### config.mk
export PLATFORM = sky130hd
export DESIGN_NAME = subcor_pipe_nl
export DESIGN_NICKNAME = d
export VERILOG_FILES = /design/src/rtl/subcor_pipe_nl.sv
export SDC_FILE = /design/constraint.sdc
export NUM_CORES = 1
export LEC_CHECK = 0
export CORE_MARGIN = 2
export CORE_UTILIZATION = 60
export CTS_CLUSTER_DIAMETER = 60
export DETAILED_ROUTE_END_ITERATION = 16
export PLACE_DENSITY = 0.83
export SLEW_MARGIN = 20
export SYNTH_ARGS = -nofsm -noshare
export SYNTH_HDL_FRONTEND = slang
export SYNTH_SLANG_ARGS = --single-unit
### constraint.sdc
create_clock -name clk -period 6.9 [get_ports clk]
set_clock_uncertainty 0.2 [all_clocks]
set_input_delay 0.69 -clock clk [delete_from_list [all_inputs] [get_ports clk]]
set_output_delay 0.69 -clock clk [all_outputs]
set_load 0.03 [all_outputs]
### src/rtl/subcor_pipe_nl.sv
// rtl/subcor_pipe_nl.sv - multi-lane 3-stage (digit - correction) mod MODULUS pipeline
// Optional: define SUBCOR_RANGE_CHK_EN to build the sticky digit >= MODULUS range check.
module subcor_pipe_nl #(
  parameter int DATA_WIDTH    = 18,
  parameter int MODULUS       = 177147,
  parameter int DIGIT_CORRECT = 33343,
  parameter int LANES         = 4
) (
  input  logic                        clk,
  input  logic                        reset_n,
  input  logic                        in_valid,
  output logic                        in_ready,
  input  logic [LANES*DATA_WIDTH-1:0] digit_in,
  input  logic [LANES*2-1:0]          sign_in,
  output logic                        out_valid,
  input  logic                        out_ready,
  output logic [LANES*DATA_WIDTH-1:0] result,
  output logic [LANES-1:0]            wrap_out,
  output logic                        err_sticky
);

  localparam logic [DATA_WIDTH-1:0] CORR_0 = '0;
  localparam logic [DATA_WIDTH-1:0] CORR_1 = DATA_WIDTH'(DIGIT_CORRECT);
  localparam logic [DATA_WIDTH-1:0] CORR_2 = DATA_WIDTH'((2 * DIGIT_CORRECT) % MODULUS);
  localparam logic [DATA_WIDTH-1:0] CORR_3 = DATA_WIDTH'(MODULUS - DIGIT_CORRECT);
  localparam logic [DATA_WIDTH-1:0] MOD_W  = DATA_WIDTH'(MODULUS);

  logic adv;
  logic accept;
  logic v1;
  logic v2;

  // Single global advance: bubbles are kept, so every stage shifts together.
  assign adv      = !out_valid || out_ready;
  assign in_ready = adv;
  assign accept   = in_valid && adv;

  always_ff @(posedge clk or negedge reset_n) begin
    if (!reset_n) begin
      v1        <= 1'b0;
      v2        <= 1'b0;
      out_valid <= 1'b0;
    end else if (adv) begin
      v1        <= in_valid;
      v2        <= v1;
      out_valid <= v2;
    end
  end

  for (genvar i = 0; i < LANES; i++) begin : g_lane
    logic [DATA_WIDTH-1:0] corr;
    logic [DATA_WIDTH-1:0] a_q;
    logic [DATA_WIDTH-1:0] c_q;
    logic [DATA_WIDTH:0]   diff;
    logic [DATA_WIDTH-1:0] d_q;
    logic [DATA_WIDTH-1:0] dm_q;
    logic                  neg_q;
    logic [DATA_WIDTH-1:0] res_q;
    logic                  wrap_q;

    always_comb begin
      corr = CORR_0;
      case (sign_in[2*i +: 2])
        2'b01:   corr = CORR_1;
        2'b10:   corr = CORR_2;
        2'b11:   corr = CORR_3;
        default: corr = CORR_0;
      endcase
    end

    // The extra top bit of diff is the borrow that selects the add-back path.
    assign diff = {1'b0, a_q} - {1'b0, c_q};

    always_ff @(posedge clk or negedge reset_n) begin
      if (!reset_n) begin
        a_q    <= '0;
        c_q    <= '0;
        d_q    <= '0;
        dm_q   <= '0;
        neg_q  <= 1'b0;
        res_q  <= '0;
        wrap_q <= 1'b0;
      end else if (adv) begin
        if (accept) begin
          a_q <= digit_in[i*DATA_WIDTH +: DATA_WIDTH];
          c_q <= corr;
        end
        if (v1) begin
          d_q   <= diff[DATA_WIDTH-1:0];
          dm_q  <= diff[DATA_WIDTH-1:0] + MOD_W;
          neg_q <= diff[DATA_WIDTH];
        end
        if (v2) begin
          res_q  <= neg_q ? dm_q : d_q;
          wrap_q <= neg_q;
        end
      end
    end

    assign result[i*DATA_WIDTH +: DATA_WIDTH] = res_q;
    assign wrap_out[i]                        = wrap_q;
  end

`ifdef SUBCOR_RANGE_CHK_EN
  logic [LANES-1:0] lane_bad;

  for (genvar j = 0; j < LANES; j++) begin : g_range
    assign lane_bad[j] = digit_in[j*DATA_WIDTH +: DATA_WIDTH] >= MOD_W;
  end

  always_ff @(posedge clk or negedge reset_n) begin
    if (!reset_n) begin
      err_sticky <= 1'b0;
    end else if (accept && |lane_bad) begin
      err_sticky <= 1'b1;
    end
  end
`else
  assign err_sticky = 1'b0;
`endif

endmodule
==> impl_results.md <==
- Outcome: finished clean
- Pwr Density: roughly 520 nW/um^2
- Vias in the first global route: between 10000 and 15000
- CTS tree: yes
- DR pass1 iterations: 7
- Commonest non-fill, non-tap cells in the layout: dfrtp_1 (317), nand2_1 (242), clkdlybuf4s50_1 (160)
- Non-filler cells, final: 2318
- Final Hold Fails: 0
- DRC Markers: 0
- Core area: about 29000 um^2
- Setup TNS: 0 ps
- Via/cell ratio: roughly 5.8
- Crit Path Class: reg -> reg
- Req. time, crit path: about 7100 ps
- N_diodes: 0
- Wire per inst: between 15 and 20 um
- # placed instances: roughly 2300
- Via count: ~13000
- CP endpoint kind: register
- Crit path max-delay family: compound AO/OA/AOI/OAI gates
- Net Sw Frac: ~43%
- Iter 0 DRT Violations: ~900
- First-pass GRT wire length: approximately 64 mm
- Largest net degree at the start of global routing: approximately 140
- Post-synth EDFFs: 0
- Max_cap viols: 0
- Fmax: approximately 260 MHz
- DP HPWL: between 20 and 30 mm
- Final #Nets: around 2100
- CP bufs+invs: 2
- Final Max Tran Viols: 0
- Num rows: 62
- Post-synthesis sequential area ratio: 45.5%
- HP Class: in -> async
- Most used DFF post-synth: dfrtp_1
- CP Launch Type: register
- Total congestion overflow: 0
- Cell variety after synth: 86
- Leakage: 9.01 nW
- Commonest non-fill, non-tap cell in the layout: dfrtp_1
- Post-synthesis cell count: about 1800
- Number of synthesized register bits: approximately 320
- Most Frequent Cell on Critical Path: inv_1
- Buffers added on ports: about 160
- Die Y: around 170 um
- Final WL: about 38 mm
- Crit path DAT: just over 4000 ps
- NetSw: between 4 and 5 mW
- Post-route antenna net violation count: 0
- Root Driver: clkbuf_16
- Synthesized area per cell: about 10 um^2
- Initial antenna violation count: 0
- Clock share of power: 17.3%
- Hold_buf cts: 0
- Number of post-CTS setup repair buffers: 0
- Share of layout cells above drive strength 1: about a tenth
- Part of the power in registers: ~30%
- GPL Wtd Cong: around 0.89
- # setup viols final: 0
- Crit path time final: 3830 ps
- Logic pwr share: a little over half
- Num CTS Buffers: 35
- RSZ-0062 raised after global routing: false
- Total internal power: 6.11 mW
- Boundary Pins: 163
- Layout Area Growth over Synthesis: 16.6%
- GRT Overall Usage: ~25%
- Slew HR: 25.4%
- Cts repair resizes: 0
- Yosys warns: 0
- Worst path slowest cell: fa_1
- Worst-Skew Late Latency: 520 ps
- Max IR drop VDD: about 0.23 mV
- CTS H-tree lvls: 2
- Pwr Total: around 11 mW
- Final period util: a little under three fifths
- CP Max Fanout: 6
- Post-synth ARST share: 100%
- Clock buffer depth: 3
- Die width: ~170 um
- CP max stage delay: roughly 400 ps
- CTS clk-pin slew, worst paths: 60 ps
- Synthesized area: ~18000 um^2
- CTS sink cnt: about 320
- Die Area: 30600 um^2
- Starting density of the core: between 60% and 70%
- CP cell instances: inv_1 -> ha_1 -> inv_1 -> fa_1 -> a211oi_1 -> o21ai_1 -> a41oi_2 -> o211ai_1 -> a21oi_1 -> xor2_1 -> nor4_1 -> a221o_1 -> a211o_1
- Actual slew at the worst max-slew pin: ~1100 ps
- Post-Syn Nets: 1969
through the flow:
stage / hold WS, ps / util (%) / area [um^2] / setup slack (ps)
3_3_place_gp: 250 / 67.0 / 19300 / 3270
3_5_place_dp: 255 / 67.0 / 19300 / 3110
5_1_grt: 74.2 / 71.0 / 20400 / 2760
2_1_floorplan: 194 / - / 17500 / 3530
4_1_cts: 25.7 / 71.0 / 20400 / 3090
6_report: 13.9 / 71.0 / 20400 / 3070
final cells by class:
cell class	instances	area (um^2)
Clock inverter	14	131
Timing Repair Buffer	169	1700
Multi-Input combinational cell	1316	8880
Sequential cell	319	7990
Inverter	67	251
Fill cell	2107	8330
Clock buffer	49	1020
Tap cell	384	480
power by group through the flow:
stage	logic, mW	clock network (mW)	registers, mW
2_1_floorplan	3.85	0	3.47
3_3_place_gp	5.35	0	3.24
3_5_place_dp	5.53	0	3.28
4_1_cts	5.59	1.89	3.25
5_1_grt	6.19	1.98	3.35
6_report	5.60	1.86	3.25
cells by family (layout without fill, tap and decap cells):
family	count (synthesis)	count (layout)	synth area share [%]
adder cells (fa/ha/maj)	88	88	6.45
AO/OA/AOI/OAI	435	435	15.6
AND/OR/NAND/NOR	526	526	13.2
buffers and inverters	162	299	3.99
XOR/XNOR	97	97	4.84
multiplexers	169	169	10.3
flip-flops	319	319	45.5
other	1	1	0.0214
synth_stat cells (8+ instances only):
cell	number	share of area, %
o211ai_1	12	0.51
o21ai_0	120	3.4
nor2b_1	10	0.36
nand2_1	244	5.2
o21ai_1	15	0.43
clkbuf_1	69	1.5
a21o_1	19	0.81
or2_2	11	0.39
and2_1	10	0.36
a311oi_1	8	0.40
nor3_1	32	0.91
buf_1	11	0.24
or3_1	9	0.32
mux2_2	94	6.0
xnor2_1	58	2.9
xor2_1	39	1.9
o31ai_1	10	0.43
nor2_1	144	3.1
inv_1	66	1.4
a21oi_1	139	4.0
o21a_1	16	0.68
nand3_1	18	0.51
dfrtp_1	319	46
a2111oi_0	8	0.40
a211oi_1	12	0.51
ha_1	84	6.0
mux2i_1	75	4.3
a31oi_1	15	0.54
flip-flops by register name (all words and copies together) (netlist names), 4 cells and up:
| signal | flops |
|---|---|
| g_lane.wrap_q | 4 |
| g_lane.neg_q | 4 |
| g_lane.c_q | 20 |
| g_lane.a_q | 72 |
| g_lane.d_q | 72 |
| g_lane.res_q | 72 |
| g_lane.dm_q | 72 |
worst paths after layout:
check | slack, ps | startpoint | cells after the start | to
max in group asynchronous | 4920 | reset_n | 2 | g_lane[2].neg_q$_DFFE_PN0P_
min in group clk | 270 | g_lane[2].dm_q[13]$_DFFE_PN0P_ | 2 | g_lane[2].dm_q[13]$_DFFE_PN0P_
worst max register to register | 3070 | g_lane[3].a_q[0]$_DFFE_PN0P_ | 13 | g_lane[3].dm_q[16]$_DFFE_PN0P_
worst min-delay path | 10 | reset_n | 1 | g_lane[0].a_q[13]$_DFFE_PN0P_
worst min register to register | 270 | g_lane[2].dm_q[13]$_DFFE_PN0P_ | 2 | g_lane[2].dm_q[13]$_DFFE_PN0P_
worst max-delay path | 3070 | g_lane[3].a_q[0]$_DFFE_PN0P_ | 13 | g_lane[3].dm_q[16]$_DFFE_PN0P_
metal layers:
| metal | global-route usage, % | part of all wire (%) | vias up |
|---|---|---|---|
| met5 | 0 | 0 | - |
| met3 | 3.29 | 4.6 | 93 |
| li1 | - | - | 6515 |
| met1 | 34.1 | 44 | 6478 |
| met4 | 9.31 | 3.5 | 0 |
| met2 | 41.6 | 48 | 384 |
Note: power is estimated with default switching activity, not from simulation.
